File: config.mk
export PLATFORM = sky130hd
export DESIGN_NAME = spi_master
export DESIGN_NICKNAME = d
export VERILOG_FILES = /design/src/rtl/spi_master.sv
export SDC_FILE = /design/constraint.sdc
export NUM_CORES = 1
export LEC_CHECK = 0
export BUFFER_PORTS_ARGS = -buffer_cell sky130_fd_sc_hd__buf_4
export CAP_MARGIN = 5
export CORE_ASPECT_RATIO = 0.9
export CORE_MARGIN = 3
export CORE_UTILIZATION = 35
export DETAILED_ROUTE_END_ITERATION = 6
export PLACE_DENSITY = 0.55
export SYNTH_ARGS = -nofsm -noshare
export SYNTH_HDL_FRONTEND = slang
export SYNTH_SLANG_ARGS = --single-unit
File: constraint.sdc
create_clock -name clk -period 5.2 [get_ports clk]
set_input_delay 0.26 -clock clk [delete_from_list [all_inputs] [get_ports clk]]
set_output_delay 0.26 -clock clk [all_outputs]
set_load 0.01 [all_outputs]
File: src/rtl/spi_master.sv
// Single-byte SPI mode-0 master, MSB first, sclk derived from clk by CLK_DIV.
// Optional SPI_LOOPBACK_EN adds a loopback input that feeds mosi back into the rx path.
module spi_master #(
  parameter int CLK_DIV = 4,
  parameter int DATA_W  = 8
) (
  input  logic              clk,
  input  logic              reset_n,
  input  logic              start,
  input  logic [DATA_W-1:0] din,
  output logic [DATA_W-1:0] dout,
  output logic              busy,
  output logic              done,
  output logic              sclk,
  output logic              cs,
  output logic              mosi,
  input  logic              miso
`ifdef SPI_LOOPBACK_EN
  ,
  input  logic              loopback
`endif
);

  localparam int DIV_W = (CLK_DIV > 1) ? $clog2(CLK_DIV) : 1;
  localparam int CNT_W = $clog2(DATA_W + 1);
  localparam logic [DIV_W-1:0] DIV_LAST = DIV_W'(CLK_DIV - 1);
  localparam logic [CNT_W-1:0] BIT_LAST = CNT_W'(DATA_W);

  typedef enum logic [1:0] {IDLE, SETUP, XFER, HOLD} state_t;

  state_t            state;
  logic [DIV_W-1:0]  div_cnt;
  logic [CNT_W-1:0]  bit_cnt;
  logic [DATA_W-1:0] tx_sh;
  logic [DATA_W-1:0] rx_sh;
  logic              half_tick;
  logic              rx_bit;

  assign half_tick = (div_cnt == DIV_LAST);

`ifdef SPI_LOOPBACK_EN
  assign rx_bit = loopback ? mosi : miso;
`else
  assign rx_bit = miso;
`endif

  always_ff @(posedge clk or negedge reset_n) begin
    if (!reset_n) begin
      state   <= IDLE;
      div_cnt <= '0;
      bit_cnt <= '0;
      tx_sh   <= '0;
      rx_sh   <= '0;
      dout    <= '0;
      busy    <= 1'b0;
      done    <= 1'b0;
      sclk    <= 1'b0;
      cs      <= 1'b1;
      mosi    <= 1'b0;
    end else begin
      done <= 1'b0;
      case (state)
        IDLE: begin
          if (start) begin
            tx_sh   <= din;
            rx_sh   <= '0;
            cs      <= 1'b0;
            mosi    <= din[DATA_W-1];
            busy    <= 1'b1;
            div_cnt <= '0;
            bit_cnt <= '0;
            state   <= SETUP;
          end
        end
        SETUP: begin
          if (half_tick) begin
            div_cnt <= '0;
            sclk    <= 1'b1;
            rx_sh   <= {rx_sh[DATA_W-2:0], rx_bit};
            bit_cnt <= bit_cnt + 1'b1;
            state   <= XFER;
          end else begin
            div_cnt <= div_cnt + 1'b1;
          end
        end
        XFER: begin
          if (half_tick) begin
            div_cnt <= '0;
            if (sclk) begin
              // Falling edge: present the next bit, or leave mosi alone after the last one
              sclk <= 1'b0;
              if (bit_cnt == BIT_LAST) begin
                state <= HOLD;
              end else begin
                mosi  <= tx_sh[DATA_W-2];
                tx_sh <= {tx_sh[DATA_W-2:0], 1'b0};
              end
            end else begin
              sclk    <= 1'b1;
              rx_sh   <= {rx_sh[DATA_W-2:0], rx_bit};
              bit_cnt <= bit_cnt + 1'b1;
            end
          end else begin
            div_cnt <= div_cnt + 1'b1;
          end
        end
        HOLD: begin
          if (half_tick) begin
            div_cnt <= '0;
            cs      <= 1'b1;
            mosi    <= 1'b0;
            dout    <= rx_sh;
            done    <= 1'b1;
            busy    <= 1'b0;
            state   <= IDLE;
          end else begin
            div_cnt <= div_cnt + 1'b1;
          end
        end
        default: state <= IDLE;
      endcase
    end
  end

endmodule

Word level (Yosys, flattened, before mapping). Index checks and enable logic that the tools add are counted.

$add $sub $neg: 2. Equality and inequality tests: 13. Mux-type cells: 41. Reduce and logical (&&, ||, !) cells: 14.

Operator list (count): $mux 8 (4); $mux 7 (4); $pmux 8 s3 (1); $mux 2 (8); $mux 4 (4); $ne 2x2->1 const B (8); $pmux 7 s2 (1); $mux 1 (12); $pmux 4 s3 (1); $reduce_and 6->1 (2); $reduce_and 5->1 (2); $pmux 2 s4 (1); $eq 2x2->1 const B (3); $pmux 1 s2 (3); $reduce_and 3->1 (2); $reduce_bool 2->1 (3); $reduce_bool 3->1 (2); $add 4x1->4 const B (1); $eq 4x4->1 const B (1); $pmux 2 s2 (1); $pmux 1 s3 (1); $reduce_or 3->1 (1); $add 2x1->2 const B (1); $eq 2x1->1 const B (1); 2 further kinds (2).

Flip-flop bits (word level): 36. Bits of input ports: 12. Output and inout bits: 13. Logic and storage cells: 81.

Depth between registers and ports, before layout. Gate-level depths: netlist (run 1).

Depth after elaboration: 5. Depth in mapped cells: 7. Depth with buffers taken out: 6.

Worst setup path after synthesis (run 1). No wires, ideal clock.

Path kind: reg2reg. Start: register state[0]. End: register tx_sh[0]. Library setup time: 0.125 ns. Data arrival time: 1.803 ns. Data required time: 5.075 ns. Path slack: 3.272 ns. Cell stages (with the launch flop): 7. Path buffers: 1. Clock period less this slack: 1.928 ns. Cells stage by stage: dfrtp_1 -> inv_1 -> ha_1 -> buf_2 -> a211o_4 -> a21oi_4 -> mux2_4.

Word-level cells in the longest chain between the ends: 3. Elaborated cells between the ends (all ways): 9. Those cells by class: eq/ne (5); mux (1); reduce/logical (3).

RTL lines: start: declaration (line 31) `state_t state;`; start signal: assignment (line 49) `state <= IDLE;`; start signal: assignment (line 72) `state <= SETUP;`; start signal: assignment (line 81) `state <= XFER;`; $eq 2x2->1 / $logic_not 2->1 (equally long branches) (line 62) `case (state)`; $ne 2x2->1 (no line) / $reduce_bool 2->1 (equally long branches); $reduce_and 5->1 (no line); end signal: assignment (line 65) `tx_sh <= din;`; end signal: assignment (line 96) `tx_sh <= {tx_sh[DATA_W-2:0], 1'b0};`; end: declaration (line 34) `logic [DATA_W-1:0] tx_sh;`.

Parallel ways exist; a longest one is shown, timed or not. A chain may end at the register's enable or synchronous reset.

Worst setup path in the final report (run 1). Same ends and word-level chain as after synthesis.

==> flow_summary.yaml, run 1 <==
run_status:
  status: "finished, final reports clean"
timing:
  fmax_mhz: 438
  period_share_pct: 43.9
  hold_viol_final: 0
  final-max-slew-violation-count: 0
  setup_viol_count_final: 0
  max_slew_margin_pct: 67.3
  fin_crit_ns: 2.28
  worst_slew_pin_slew_ns: 0.491
  fin_skew_ns: 0.00198
  rsz0062_at_grt: "false"
  fin_setup_tns_ns: 0
floorplan:
  start_util_pct: 37.9
  die_h_um: 73.4
  die_w_um: 80.9
  die_area_um2: 5940
  num_io_pins: 25
  coreArea_um2: 4660
  num_rows: 23
worst_setup_path:
  cp.required_ns: 5.37
  critical_path_class: "flop to flop"
  critPathLaunchType: "flop"
  critPathMaxFanout: 13
  rrSetupSlack_ns: 2.92
  crit_arrival_ns: 2.46
  end_kind: "flop"
route:
  ant_nets: 0
  dr.pass1.iters: 5
  via_per_inst: 4.74
  initialDrtViolationCount: 97
  drt-total-wl_um: 3130
  avgRoutedWirePerCell_um: 12.8
  drcViolationCount: 0
  vias: 1156
global_route:
  grt_pass1_wl_um: 5110
  grt_max_degree: 37
  grt_use_total_pct: 11.5
  grt_pass1_vias: 1098
  antenna_found_initial: 0
  overflow: 0
pwr:
  powerDensity_nw_per_um2: 634
  p_leak_nw: 1.01
  ir_drop_mv: 0.233
  switching_share_pct: 36.0
  p_int_mw: 0.872
  power_frac_comb_pct: 46.4
  power_switching_mw: 0.490
  seq_power_share_pct: 34.0
  p_clk_share_pct: 19.5
finish:
  fin_nets: 202
  area_growth_pct: 21.4
  drive_gt1_share_pct: 33.0
  fillers: 441
  stdcell_count: 244
  n_antenna_cell: 0
cts:
  clk-insertion-delay-late_ns: 0.28
  htreeDepth: 2
  clockBufferDepth: 2
  cts_resized: 0
  clk_pin_slew_ns: 0.07
  cts_root_buf: "clkbuf_8"
  post_cts_buffers: 0
  cts_tree: "built"
  cts.sinks: 36
  cts_buffers: 5
hold_path:
  min_path_type: "input port to flop"
placement:
  gp_congestion: 0.805
  port-buffer-count: 24
  dp_hpwl_um: 2200
  dp_cells: 235
synth:
  ys_types: 33
  syn_nets: 174
  synth_edf_count: 0
  synthArstFlopShare_pct: 100
  yosysTopAreaCell: "dfrtp_1"
  synth_warnings: 0
  netlist_area_um2: 1770
  yosysSeqAreaShare_pct: 51.0
  netlist_instances: 153
  synth.avg_cell_area_um2: 11.6
  synth_area_leaders: "dfrtp_1 50%, mux2_2 9.6%, ha_1 6.4%"
  yosysTopAreaCellShare_pct: 49.5
  ys_seq_elements: 36
  synth_flop_cell: "dfrtp_1"
flow_run:
  cap_violations: 0
[cells in the final DEF (no fill, tap or decap), types with 3 or more instances in the layout]
| cell type | n |
|---|---|
| a21oi_1 | 5 |
| nand3_1 | 3 |
| nor2b_1 | 4 |
| inv_1 | 7 |
| mux2_4 | 7 |
| nor2_1 | 3 |
| ha_1 | 9 |
| buf_4 | 25 |
| mux2_2 | 15 |
| dfrtp_1 | 35 |
| clkbuf_8 | 7 |
| o21ai_0 | 16 |
| nand2_1 | 25 |
[synthesized netlist by cell type, types with 3 or more instances]
cell type and instances:
a21oi_1 5, nor2b_1 4, dfrtp_1 35, nor2_1 3, clkbuf_1 3, nand2_1 25
nand3_1 3, o21ai_0 16, ha_1 9, mux2_2 15, inv_1 7, mux2_4 7
[cell families after synthesis]
group	Yosys count	synth area share [%]
AO/OA/AOI/OAI	30	12.2
multiplexers	23	16.1
AND/OR/NAND/NOR	42	11.3
adder cells (fa/ha/maj)	9	6.37
buffers and inverters	13	3.04
flip-flops	36	51.0
[sequential cells by signal (all words and copies together), names as in the netlist, 2 cells and up]
signal and cells:
rx_sh 8, tx_sh 7, div_cnt 2, dout 8, state 2, bit_cnt 4
[path summary, 6_finish.rpt]
check	start	endpoint	cells after the start
min in group asynchronous	reset_n	dout[5]$_DFFE_PN0P_	2
max reg2reg	state[0]$_DFFE_PN0P_	tx_sh[0]$_DFFE_PN0P_	6
min reg2reg	div_cnt[0]$_DFFE_PN0P_	div_cnt[0]$_DFFE_PN0P_	1
max	state[0]$_DFFE_PN0P_	tx_sh[0]$_DFFE_PN0P_	6
max in group asynchronous	reset_n	cs$_DFFE_PN1P_	2
min	miso	rx_sh[0]$_DFFE_PN0P_	3
[stage by stage]
stage / setup slack (ns) / area [µm²] / hold WS [ns] / util, % / power (mW)
after floorplan: 3.27 / 1770 / -0.0356 / - / 0.943
after global placement: 3.02 / 2010 / 0.240 / 43.1 / 1.08
after detailed placement: 2.92 / 2010 / 0.247 / 43.1 / 1.11
after CTS: 2.92 / 2150 / 0.221 / 46.0 / 1.38
after global routing: 2.78 / 2150 / 0.230 / 46.0 / 1.46
final: 2.92 / 2150 / 0.226 / 46.0 / 1.36
[metal layers]
layer  share of wire [%]  vias up  global-route usage (%)
met4                 1.4        0                    5.25
met2                  44       21                    16.0
met5                   0        -                       0
met3                 4.5        4                    5.15
li1                    -      584                       -
met1                  50      547                    15.2
[final cells by class]
type	count	area [µm²]	share of cell area, %
sequential	36	902	42.0
multi-input combinational	104	812	37.8
timing repair buffer	26	198	9.21
clock buffer	7	96.3	4.49
tap	62	77.6	3.62
clock inverter	1	30.0	1.40
inverter	8	30.0	1.40
[what timing repair did]
action / 4_1_cts / 5_1_grt
setup endpoints to repair: 0 / 0
hold buffers: 1 / 0
endpoints found under the hold margin: 35 / 0
[power groups by stage]
stage / Clock [mW] / Combinational [mW] / Sequential, mW
2_1_floorplan: 0 / 0.479 / 0.464
3_3_place_gp: 0 / 0.619 / 0.463
3_5_place_dp: 0 / 0.637 / 0.469
4_1_cts: 0.275 / 0.637 / 0.464
5_1_grt: 0.289 / 0.693 / 0.479
6_report: 0.266 / 0.632 / 0.463
[worst max-delay path: stages (launching register included)]
cell	delay, ns
dfrtp_1	0.42
inv_1	0.11
ha_1	0.38
and4b_1	0.30
a211o_4	0.29
a21oi_4	0.33
mux2_4	0.34
No activity file was read; power rests on OpenSTA's default activity.
==> run 2, diff against run 1 <==
--- a/config.mk
+++ b/config.mk
@@ -5,13 +5,14 @@
 export SDC_FILE = /design/constraint.sdc
 export NUM_CORES = 1
 export LEC_CHECK = 0
+export ABC_AREA = 1
 export BUFFER_PORTS_ARGS = -buffer_cell sky130_fd_sc_hd__buf_4
 export CAP_MARGIN = 5
 export CORE_ASPECT_RATIO = 0.9
 export CORE_MARGIN = 3
 export CORE_UTILIZATION = 35
 export DETAILED_ROUTE_END_ITERATION = 6
-export PLACE_DENSITY = 0.55
+export PLACE_DENSITY = 0.57
 export SYNTH_ARGS = -nofsm -noshare
 export SYNTH_HDL_FRONTEND = slang
 export SYNTH_SLANG_ARGS = --single-unit
==> constraint.sdc (replaced) <==
create_clock -name clk -period 2 [get_ports clk]
set_input_delay 0.1 -clock clk [delete_from_list [all_inputs] [get_ports clk]]
set_output_delay 0.1 -clock clk [all_outputs]
set_load 0.01 [all_outputs]
==> run 2 against run 1 <==
Power increased by 140%. Clock skew up 0.0012 ns. Sequential power up 150%. Combinational power is 130% higher. Highest routed layer unchanged. Synthesized area is 3.2% higher. Maximum frequency is 33% higher. Worst hold slack worse by 0.19 ns. Count of clock-buffer cells in the layout decreased by 2. Register-to-register slack got worse by 2.6 ns. Critical path type unchanged. Non-clock buffer count unchanged. Clock power rose by 140%.
==> flow_summary.yaml, run 2 <==
run_status:
  status: "finished, final reports clean"
route:
  via_per_inst: 4.50
  vias: 1416
  drt-total-wl_um: 3410
  dr.pass1.iters: 4
  ant_nets: 0
  avgRoutedWirePerCell_um: 10.8
  initialDrtViolationCount: 91
  drcViolationCount: 0
pwr:
  power_mw: 3.22
  ir_drop_mv: 0.568
  powerDensity_nw_per_um2: 1480
  p_leak_nw: 1.20
finish:
  reg_top3: "dout x8, rx_sh x8, tx_sh x7"
  area_growth_pct: 18.8
  final_common_cell: "nand2_1"
  final_core_utilization_pct: 44.0
  fin_nets: 270
  final_cell_mix: "88 x nand2_1, 35 x dfrtp_1, 27 x nand3_1, 25 x buf_4, 18 x inv_1"
  n_antenna_cell: 0
  drive_gt1_share_pct: 18.8
  fin_area_um2: 2170
  fillers: 512
placement:
  port-buffer-count: 24
  gp_congestion: 0.787
  placed_area_um2: 2050
  dp_hpwl_um: 2390
cts:
  cts.sinks: 36
  cts_root_buf: "clkbuf_8"
  cts_tree: "built"
  clk-insertion-delay-late_ns: 0.29
  clk_pin_slew_ns: 0.07
  clockBufferDepth: 2
  post_cts_buffers: 0
  htreeDepth: 2
  cts_buffers: 5
  cts_resized: 0
timing:
  max_slew_margin_pct: 67.0
  fin_setup_tns_ns: 0
  setup_viol_count_final: 0
  fmax_mhz: 581
  fin_skew_ns: 0.00319
  worst_slew_pin_slew_ns: 0.495
  fin_crit_ns: 1.72
  final-max-slew-violation-count: 0
  hold_viol_final: 0
  rsz0062_at_grt: "false"
  period_share_pct: 86.1
hold_path:
  min_path_type: "input port to flop"
  holdPathEnd: "rx_sh[0]$_DFFE_PN0P_"
  hp-start: "miso"
  hold_path_depth: 3
synth:
  yosysTopAreaCellShare_pct: 48.0
  yosysTopAreaCell: "dfrtp_1"
  synth_warnings: 0
  netlist_instances: 222
  synth_edf_count: 0
  synthArstFlopShare_pct: 100
  synth_area_leaders: "dfrtp_1 48%, nand2_1 18%, nand3_1 7.4%"
  synth_flop_cell: "dfrtp_1"
  syn_nets: 243
  yosysSeqAreaShare_pct: 49.5
  yosysMostFrequentCell: "nand2_1"
  synth.avg_cell_area_um2: 8.22
  synthTopCellsByCount: "88 x nand2_1, 35 x dfrtp_1, 27 x nand3_1"
  ys_seq_elements: 36
  netlist_area_um2: 1820
  ys_types: 25
floorplan:
  die_h_um: 74.5
  num_rows: 24
  die_area_um2: 6120
  start_util_pct: 37.0
  coreArea_um2: 4920
  num_io_pins: 25
  die_w_um: 82.1
flow_run:
  cap_violations: 0
global_route:
  grt_use_total_pct: 12.8
  grt_max_degree: 37
  overflow: 0
  grt_pass1_vias: 1299
  grt_pass1_wl_um: 5880
  antenna_found_initial: 0
worst_setup_path:
  critPathMaxFanout: 12
  critical_path_class: "flop to flop"
  crit_arrival_ns: 1.95
  reg2reg_to: "rx_sh[3]$_DFFE_PN0P_"
  end_kind: "flop"
  rrSetupSlack_ns: 0.28
  critPathLaunchType: "flop"
  rr_worst_depth: 7
  timing.rr.start: "state[0]$_DFFE_PN0P_"
  cp.required_ns: 2.23
run 2: worst max path at each step:
stage / slack (ns) / endpoint / start
global placement: 0.30 / rx_sh[0]$_DFFE_PN0P_ / state[0]$_DFFE_PN0P_
floorplan: 0.54 / bit_cnt[3]$_DFFE_PN0P_ / state[0]$_DFFE_PN0P_
finish: 0.28 / rx_sh[3]$_DFFE_PN0P_ / state[0]$_DFFE_PN0P_
CTS: 0.25 / rx_sh[7]$_DFFE_PN0P_ / state[0]$_DFFE_PN0P_
detailed placement: 0.27 / rx_sh[2]$_DFFE_PN0P_ / state[0]$_DFFE_PN0P_
global route: 0.06 / bit_cnt[1]$_DFFE_PN0P_ / state[0]$_DFFE_PN0P_
run 2: through the flow:
step	worst slack (ns)	cells	hold WS (ns)
global route	0.0553	315	0.0448
finish	0.278	315	0.0366
detailed placement	0.272	306	0.0887
global placement	0.295	306	0.0895
CTS	0.254	315	0.0306
floorplan	0.544	222	-0.196
run 2: report_power, final:
group	total, mW	switching [mW]	leakage [nW]	internal (mW)
registers	1.15	0.174	0.471	0.976
logic	1.43	0.915	0.673	0.517
clock network	0.633	0.264	0.0541	0.369
total	3.22	1.35	1.20	1.86
run 2: per-layer routing:
layer | vias to the layer above | global-route usage [%] | part of all wire [%]
met5 | - | 0 | 0
met4 | 0 | 4.98 | 1.7
met3 | 6 | 4.48 | 4.7
met2 | 24 | 18.9 | 43
met1 | 630 | 17.2 | 50
li1 | 756 | - | -
run 2: cell type report:
class / count / area (µm²) / share of cell area [%]
Sequential cell: 36 / 902 / 41.6
Clock buffer: 5 / 68.8 / 3.18
Inverter: 21 / 80.1 / 3.70
Multi-Input combinational cell: 159 / 795 / 36.7
Clock inverter: 3 / 42.5 / 1.96
Timing Repair Buffer: 26 / 198 / 9.12
Tap cell: 65 / 81.3 / 3.75
run 2: logic make-up (layout without fill, tap and decap cells):
| group | count (synthesis) | after routing | share of synthesized area (%) |
|---|---|---|---|
| AO/OA/AOI/OAI | 15 | 15 | 4.25 |
| XOR/XNOR | 1 | 1 | 0.480 |
| buffers and inverters | 27 | 55 | 6.99 |
| AND/OR/NAND/NOR | 134 | 134 | 32.6 |
| adder cells (fa/ha/maj) | 9 | 9 | 6.17 |
| flip-flops | 36 | 36 | 49.5 |
run 2: timing repair:
action / CTS / global route
endpoints found under the setup margin: 0 / 0
hold endpoints to repair: 35 / 0
hold buffers: 1 / 0
run 2: worst max-delay path, stage by stage, from the launching register on:
cell and delay, ns:
dfrtp_1 0.42, inv_1 0.10, ha_1 0.31, nand2_2 0.13
nand3_1 0.08, nor2_2 0.40, nand3_1 0.13, nand2_1 0.09
